--- src/rtl/uart_ram_loader.sv ---
`default_nettype none
// ============================================================================
// Module   : uart_ram_loader
// Purpose  : Receives an 8N1 UART byte stream and writes it, packed
//            little-endian into 32-bit words, into a single-port RAM.
// Revision : 1.0 - initial release
// ============================================================================
module uart_ram_loader #(
  parameter int CLK_FREQ         = 27_000_000,
  parameter int BAUD_RATE        = 115200,
  parameter int ADDRESS_BITWIDTH = 13
) (
  input  logic                        sys_clk,
  input  logic                        sys_rst_n,
  input  logic                        uart_rx,
  input  logic                        start,
  input  logic [ADDRESS_BITWIDTH:0]   word_count,
  output logic                        ram_write_enable,
  output logic [ADDRESS_BITWIDTH-1:0] ram_address,
  output logic [31:0]                 ram_data_in,
  output logic                        busy,
  output logic                        done,
  output logic                        frame_error
);

  localparam int c_CLKS_PER_BIT = CLK_FREQ / BAUD_RATE;
  localparam int c_HALF_BIT     = c_CLKS_PER_BIT / 2;
  localparam int c_CNT_W        = $clog2(c_CLKS_PER_BIT);

  localparam logic [c_CNT_W-1:0]          c_FULL_LAST = c_CNT_W'(c_CLKS_PER_BIT - 1);
  localparam logic [c_CNT_W-1:0]          c_HALF_LAST = c_CNT_W'(c_HALF_BIT - 1);
  localparam logic [ADDRESS_BITWIDTH:0]   c_WORD_ONE  = 1;
  localparam logic [ADDRESS_BITWIDTH-1:0] c_ADDR_ONE  = 1;

  typedef enum logic [1:0] {
    RX_IDLE  = 2'd0,
    RX_START = 2'd1,
    RX_DATA  = 2'd2,
    RX_STOP  = 2'd3
  } rx_state_t;

  typedef enum logic [1:0] {
    LD_IDLE    = 2'd0,
    LD_RECEIVE = 2'd1,
    LD_WRITE   = 2'd2,
    LD_DONE    = 2'd3
  } ld_state_t;

  // --------------------------------------------------------------------------
  // Receiver
  // --------------------------------------------------------------------------
  logic               r_rx_meta;
  logic               r_rx_sync;
  rx_state_t          r_rx_state;
  rx_state_t          w_rx_next;
  logic [c_CNT_W-1:0] r_clk_cnt;
  logic [2:0]         r_bit_cnt;
  logic [7:0]         r_shift;
  logic               w_cnt_clr;
  logic               w_bit_sample;
  logic               w_byte_valid;
  logic               w_frame_err;

  // Two-flop synchroniser; idles high so reset does not look like a start bit
  always_ff @(posedge sys_clk or negedge sys_rst_n) begin
    if (!sys_rst_n) begin
      r_rx_meta <= 1'b1;
      r_rx_sync <= 1'b1;
    end else begin
      r_rx_meta <= uart_rx;
      r_rx_sync <= r_rx_meta;
    end
  end

  // Receiver state register
  always_ff @(posedge sys_clk or negedge sys_rst_n) begin
    if (!sys_rst_n) r_rx_state <= RX_IDLE;
    else            r_rx_state <= w_rx_next;
  end

  // Receiver next state, bit-timing control and byte/error strobes
  always_comb begin
    w_rx_next    = r_rx_state;
    w_cnt_clr    = 1'b0;
    w_bit_sample = 1'b0;
    w_byte_valid = 1'b0;
    w_frame_err  = 1'b0;
    case (r_rx_state)
      RX_IDLE: begin
        w_cnt_clr = 1'b1;
        if (!r_rx_sync) w_rx_next = RX_START;
      end
      RX_START: begin
        // Re-check mid start bit; a line already back high was a glitch
        if (r_clk_cnt == c_HALF_LAST) begin
          w_cnt_clr = 1'b1;
          w_rx_next = r_rx_sync ? RX_IDLE : RX_DATA;
        end
      end
      RX_DATA: begin
        if (r_clk_cnt == c_FULL_LAST) begin
          w_cnt_clr    = 1'b1;
          w_bit_sample = 1'b1;
          if (r_bit_cnt == 3'd7) w_rx_next = RX_STOP;
        end
      end
      RX_STOP: begin
        if (r_clk_cnt == c_FULL_LAST) begin
          w_cnt_clr    = 1'b1;
          w_byte_valid = r_rx_sync;
          w_frame_err  = !r_rx_sync;
          w_rx_next    = RX_IDLE;
        end
      end
      default: w_rx_next = RX_IDLE;
    endcase
  end

  // Receiver bit timer, bit counter and LSB-first shift register
  always_ff @(posedge sys_clk or negedge sys_rst_n) begin
    if (!sys_rst_n) begin
      r_clk_cnt <= '0;
      r_bit_cnt <= '0;
      r_shift   <= '0;
    end else begin
      r_clk_cnt <= w_cnt_clr ? '0 : r_clk_cnt + 1'b1;
      if (r_rx_state == RX_IDLE) r_bit_cnt <= '0;
      if (w_bit_sample) begin
        r_bit_cnt <= r_bit_cnt + 1'b1;
        r_shift   <= {r_rx_sync, r_shift[7:1]};
      end
    end
  end

  // --------------------------------------------------------------------------
  // Loader
  // --------------------------------------------------------------------------
  ld_state_t                   r_ld_state;
  ld_state_t                   w_ld_next;
  logic [ADDRESS_BITWIDTH:0]   r_count;
  logic [ADDRESS_BITWIDTH:0]   r_words_written;
  logic [ADDRESS_BITWIDTH-1:0] r_addr;
  logic [1:0]                  r_byte_idx;
  logic [31:0]                 r_word;
  logic [31:0]                 r_data_out;
  logic                        r_busy;
  logic                        r_done;
  logic                        r_frame_error;
  logic                        w_last_word;

  assign w_last_word = (r_words_written + c_WORD_ONE) == r_count;

  // Loader state register
  always_ff @(posedge sys_clk or negedge sys_rst_n) begin
    if (!sys_rst_n) r_ld_state <= LD_IDLE;
    else            r_ld_state <= w_ld_next;
  end

  // Loader next state; a frame error during a load aborts it
  always_comb begin
    w_ld_next = r_ld_state;
    case (r_ld_state)
      LD_IDLE: begin
        if (start) w_ld_next = (word_count == '0) ? LD_DONE : LD_RECEIVE;
      end
      LD_RECEIVE: begin
        if (w_frame_err)                             w_ld_next = LD_IDLE;
        else if (w_byte_valid && r_byte_idx == 2'd3) w_ld_next = LD_WRITE;
      end
      LD_WRITE: begin
        if (w_frame_err)      w_ld_next = LD_IDLE;
        else if (w_last_word) w_ld_next = LD_DONE;
        else                  w_ld_next = LD_RECEIVE;
      end
      LD_DONE:  w_ld_next = LD_IDLE;
      default:  w_ld_next = LD_IDLE;
    endcase
  end

  // Loader datapath: word assembly, address/count bookkeeping, status flags
  always_ff @(posedge sys_clk or negedge sys_rst_n) begin
    if (!sys_rst_n) begin
      r_count         <= '0;
      r_words_written <= '0;
      r_addr          <= '0;
      r_byte_idx      <= '0;
      r_word          <= '0;
      r_data_out      <= '0;
      r_busy          <= 1'b0;
      r_done          <= 1'b0;
      r_frame_error   <= 1'b0;
    end else begin
      case (r_ld_state)
        LD_IDLE: begin
          if (start) begin
            r_count         <= word_count;
            r_words_written <= '0;
            r_addr          <= '0;
            r_byte_idx      <= '0;
            r_frame_error   <= 1'b0;
            // An empty load completes immediately
            r_done          <= (word_count == '0);
            r_busy          <= (word_count != '0);
          end
        end
        LD_RECEIVE: begin
          if (w_frame_err) begin
            r_busy        <= 1'b0;
            r_frame_error <= 1'b1;
          end else if (w_byte_valid) begin
            r_word[{r_byte_idx, 3'b000} +: 8] <= r_shift;
            r_byte_idx <= r_byte_idx + 1'b1;
            // Output data only changes when a complete word is ready
            if (r_byte_idx == 2'd3) r_data_out <= {r_shift, r_word[23:0]};
          end
        end
        LD_WRITE: begin
          if (w_frame_err) begin
            r_busy        <= 1'b0;
            r_frame_error <= 1'b1;
          end else begin
            r_addr          <= r_addr + c_ADDR_ONE;
            r_words_written <= r_words_written + c_WORD_ONE;
            if (w_last_word) begin
              r_busy <= 1'b0;
              r_done <= 1'b1;
            end
          end
        end
        default: ;
      endcase
    end
  end

  assign ram_write_enable = (r_ld_state == LD_WRITE);
  assign ram_address      = r_addr;
  assign ram_data_in      = r_data_out;
  assign busy             = r_busy;
  assign done             = r_done;
  assign frame_error      = r_frame_error;

endmodule
`default_nettype wire

--- config.mk ---
export PLATFORM = sky130hd
export DESIGN_NAME = uart_ram_loader
export DESIGN_NICKNAME = d
export VERILOG_FILES = /design/src/rtl/uart_ram_loader.sv
export SDC_FILE = /design/constraint.sdc
export NUM_CORES = 1
export LEC_CHECK = 0
export ABC_CLOCK_PERIOD_IN_PS = 6300
export BUFFER_PORTS_ARGS = -buffer_cell sky130_fd_sc_hd__buf_2
export CAP_MARGIN = 20
export CORE_UTILIZATION = 25
export DETAILED_ROUTE_END_ITERATION = 7
export PLACE_DENSITY_LB_ADDON = 0.2
export SYNTH_ARGS = -nofsm -noshare
export SYNTH_HDL_FRONTEND = slang
export SYNTH_SLANG_ARGS = --single-unit
--- constraint.sdc ---
create_clock -name sys_clk -period 6.3 [get_ports sys_clk]
set_input_delay 0.315 -clock sys_clk [delete_from_list [all_inputs] [get_ports sys_clk]]
set_output_delay 0.315 -clock sys_clk [all_outputs]
set_load 0.005 [all_outputs]
After elaboration in Yosys (flattened, before gate mapping)
Index checks and enable logic that the tools add are counted.
{"block": "word_totals", "ramBits": 0, "mem_count": 0, "latchBits": 0, "reg_bits": 135, "word_cells": 121, "output_inout_bits": 49, "romBits": 0, "input_bits": 18}
{"block": "op_classes", "shift": 2, "eq_ne": 25, "n_lt_le_gt_ge": 0, "div": 0, "addsub": 6, "reduce_logical": 23, "multipliers": 0, "n_mux": 48, "bitwise_logic": 1}
{"operator": "$bwmux 32", "n": 1}
{"operator": "$shift 8x7->32 const A", "n": 1}
{"operator": "$shiftx 8x7->32", "n": 1}
{"operator": "$mux 2", "n": 15}
{"operator": "$mux 14", "n": 2}
{"operator": "$pmux 14 s2", "n": 1}
{"operator": "$mux 13", "n": 2}
{"operator": "$pmux 13 s2", "n": 1}
{"operator": "$ne 2x2->1 const B", "n": 10}
{"operator": "$mux 1", "n": 16}
{"operator": "$pmux 2 s4", "n": 2}
{"operator": "$reduce_and 4->1", "n": 4}
{"operator": "$add 14x1->14 const B", "n": 1}
{"operator": "$eq 14x14->1", "n": 1}
{"operator": "$logic_not 14->1", "n": 1}
{"operator": "$reduce_bool 14->1", "n": 1}
{"operator": "$add 13x1->13 const B", "n": 1}
{"operator": "$eq 2x2->1 const B", "n": 5}
{"operator": "$reduce_and 3->1", "n": 3}
{"operator": "$add 8x1->8 const B", "n": 1}
{"operator": "$eq 8x7->1 const B", "n": 1}
{"operator": "$eq 8x8->1 const B", "n": 1}
{"operator": "$mux 8", "n": 1}
{"operator": "$reduce_bool 2->1", "n": 4}
{"operator": "20 further kinds", "n": 28}

Depth between registers and ports, before layout
{"block": "logic_depth", "depth_word": 7, "mapped_depth": 10, "depth_no_buf": 9}

Worst setup path before layout
Ideal clock, no wire load.
{"block": "synth_path", "kind": "flip-flop to flip-flop", "startpoint": "register r_words_written[0]", "endpoint": "register r_busy, in the netlist busy", "setup_ns": 0.099, "n_path_buf": 1, "arrival_time_ns": 2.216, "setup_slack_ns": 3.985, "synth_period_minus_slack_ns": 2.315, "required_ns": 6.201, "stages_incl_launch_ff": 10, "path_cell_list": "dfrtp_1 ha_1 buf_6 nand2_2 or3_1 a2111oi_2 o2111ai_1 a2111oi_4 nor3_1 a311oi_1"}
{"block": "synth_via", "elab_chain_cells": 4}
{"element": "from (decl)", "line_no": "141", "text": "logic [ADDRESS_BITWIDTH:0] r_words_written;"}
{"element": "from (signal assigned)", "line_no": "223", "text": "r_words_written <= r_words_written + c_WORD_ONE;"}
{"element": "$add 14x1->14", "line_no": "151", "text": "assign w_last_word = (r_words_written + c_WORD_ONE) == r_count;"}
{"element": "$eq 14x14->1", "line_no": "151"}
{"element": "$ne 3x1->1 (no source line)"}
{"element": "$reduce_and 4->1 (no source line)"}
{"element": "to (signal assigned)", "line_no": "203", "text": "r_busy <= (word_count != '0);"}
{"element": "to (decl)", "line_no": "146", "text": "logic r_busy;"}
No other way between the ends.
A chain may end at the register's enable or synchronous reset.

Worst setup path after layout
{"block": "layout_path", "startpoint": "register r_words_written[0]", "endpoint": "register r_done, in the netlist done"}
{"block": "layout_via", "elab_chain_cells": 4}
{"element": "$add 14x1->14", "line_no": "151"}
{"element": "$eq 14x14->1", "line_no": "151"}
{"element": "$ne 2x1->1 (no source line)"}
{"element": "$reduce_and 4->1 (no source line)"}
{"element": "to (signal assigned)", "line_no": "202", "text": "r_done <= (word_count == '0);"}
{"element": "to (decl)", "line_no": "147", "text": "logic r_done;"}
No other way between the ends.

==> results by group <==
Run status
  – Outcome: complete, but fails checks
  – Failing checks: negative hold slack

Logic synthesis
  – Syn avg cell area: 10.8 um2
  – Gate Count Post-Synth: 559
  – Mapped Nets: 592
  – Top cell type's share of synthesized area: 0.520
  – Synth cell types: 47
  – Mapped Area: 6010 um2
  – Largest area contributor in the netlist: dfrtp_1
  – EDFF count, synth: 0
  – Register area share after synthesis: 0.529
  – Synth top area cells: dfrtp_1 (52%), mux2_2 (10%), nand2_1 (5.2%)
  – Yosys warning count: 0
  – Post-synthesis sequential element count: 127
  – Share of synthesized flip-flops with an asynchronous set or reset: 1.00
  – Most used DFF post-synth: dfrtp_1

Floorplan
  – Die Y: 157 um
  – Die width: 157 um
  – Core box area: 23500 um2
  – IO Pins: 67
  – Full die area: 24700 um2
  – Row count: 56
  – Initial core utilization: 0.255

STA
  – Final worst setup slack: 3380 ps
  – Slew headroom: 0.338
  – Clock period minus final worst setup slack: 2920 ps
  – Final period util: 0.464
  – Final count of hold timing violations: 2
  – Final count of negative-setup-slack endpoints: 0
  – Hold slack: -12.2 ps
  – Worst Skew: 9.29 ps
  – RSZ-0062 raised after global routing: false
  – Fmax: 342 MHz
  – Max Transition Viols Final: 0
  – Slew @ Worst Pin: 985 ps
  – Setup_tns: 0 ps

Final layout
  – Fill cell count: 2439
  – Antenna Cells: 0
  – Fraction of layout cells with a size suffix above 1: 0.256
  – Most common cell after layout, fill and taps aside: dfrtp_1
  – Commonest non-fill, non-tap cells in the layout: dfrtp_1 (125), nand2_1 (84), buf_2 (65), mux2_2 (55), o21ai_0 (50)
  – Final nets: 656
  – Area delta synth->final: 21.0%

Routing
  – Vias: 4302
  – Drt pass-1 iters: 4
  – Final wirelength: 13.7 mm
  – DR iter-0 viols: 292
  – DRC violations left: 0
  – WL per Instance: 14.3 um
  – Post-DRT Antenna Nets: 0
  – Vias per inst: 4.50

Place
  – IO buf count: 66
  – HPWL Detailed: 9.40 mm
  – Setup WS pre-CTS: 3380 ps
  – Placer Congestion: 0.790

Pwr
  – Maximum vdd ir drop: 168 uV
  – Leakage: 3.35 nW
  – Cell Pwr Density: 343 nW/um2

CTS
  – Clock Latency Late Sink: 420 ps
  – Clk slew on worst S/H paths: 60 ps
  – CTS tree: done
  – Cts-stage hold buffer count: 1
  – Post-CTS setup buffer count: 0
  – Clock Sinks: 127
  – CTS Root Cell: clkbuf_16
  – Clk buf depth: 2
  – Post-cts resize count: 0
  – CTS Buf Count: 17
  – H-Tree Depth: 4

Setup path
  – Critical path peak fanout: 8
  – WP data arrival: 3260 ps
  – CP Data Required Time: 6640 ps
  – CP startpoint kind: register
  – Setup CP Type: reg -> reg
  – Crit. End Element: register

Global route
  – Congestion Overflow GR: 0
  – GRT Util Overall: 0.120
  – Global-route wire length before repair: 22.9 mm
  – Initial antenna violation count: 0
  – Largest net degree at the start of global routing: 67
  – Vias in the first global route: 4336

Worst hold path
  – HP Class: in -> async

Job
  – Number of max-cap violations: 0
==> worst max-delay path: stages (launching register included) <==
cell and delay, ps:
dfrtp_1 480, ha_1 390, nand2_2 150, or3_1 430
a2111oi_2 410, o2111ai_1 230, a2111oi_4 370, o21ai_0 200
a21oi_1 190
==> state kept, by name, indices dropped and copies added (netlist names), named ones only <==
register and flops:
r_clk_cnt 8, r_bit_cnt 3, r_words_written 14, ram_address 13, r_ld_state 2, ram_data_in 32, r_rx_sync 1, r_byte_idx 2
r_shift 8, busy 1, r_word 24, frame_error 1, r_rx_meta 1, r_rx_state 1, done 1, r_count 14
==> worst paths after layout <==
path | start | end | slack, ps | cells past startpoint
setup / recovery | r_words_written[0] | done | 3380 | 8
hold / removal | sys_rst_n | ram_data_in[11] | -10 | 1
setup reg to reg | r_words_written[0] | done | 3380 | 8
hold reg to reg | r_rx_meta | r_rx_sync | 350 | 0
max in group asynchronous | sys_rst_n | r_count[13] | 5000 | 2
min in group sys_clk | word_count[5] | r_count[5] | 140 | 2
==> final cells by class <==
cell class / count / area, um2 / share of cell area
repair buffers: 69 / 358 / 0.0492
well taps: 319 / 399 / 0.0549
flip-flops and latches: 127 / 3180 / 0.437
multi-input cells: 395 / 2670 / 0.367
clock inverters: 15 / 195 / 0.0268
clock buffers: 17 / 425 / 0.0585
inverters: 13 / 48.8 / 0.00671
==> power by group <==
part           total (mW)  switching (mW)  internal, mW
Clock                1.04           0.405         0.636
Sequential          0.975          0.0827         0.892
Combinational       0.479           0.272         0.207
Total                2.49           0.759          1.73
==> Yosys cell counts, types with 4 or more instances <==
cell      count
a21oi_1      10
a22o_1        9
and2_1        7
and3_1        9
and4_1        4
buf_2         4
clkbuf_1     13
dfrtp_1     125
ha_1         15
inv_1        13
mux2_2       55
nand2_1      84
nand2b_1      5
nand3_1      16
nand4_1      10
nor2_1       31
nor3_1        8
nor4_1        4
o21ai_0      50
o31ai_1       8
o41ai_1       4
xnor2_1      15
xor2_1       20
==> cells by family after synthesis <==
family,share of synthesized area
AOI/OAI and AO/OA,0.108
and+or+nand+nor,0.147
DFF,0.529
xor gates and xnor gates,0.0510
adders and majority gates,0.0312
buffers and inverters,0.0271
muxes,0.106
==> stage by stage <==
step / instance area (um2) / cells / utilization / power, mW
after CTS: 7270 / 955 / 0.309 / 2.53
after global routing: 7270 / 955 / 0.309 / 2.63
after floorplan: 6010 / 559 / - / 1.33
final: 7270 / 955 / 0.309 / 2.49
after global placement: 6640 / 922 / 0.282 / 1.46
after detailed placement: 6640 / 922 / 0.282 / 1.47
==> routing by layer <==
metal / GRT usage / share of wire / vias up
met4: 0.0402 / 0.011 / 0
met5: 0 / 0 / -
met3: 0.0314 / 0.045 / 9
met2: 0.191 / 0.46 / 99
li1: - / - / 2101
met1: 0.157 / 0.49 / 2093
(Power assumes the default switching activity.)
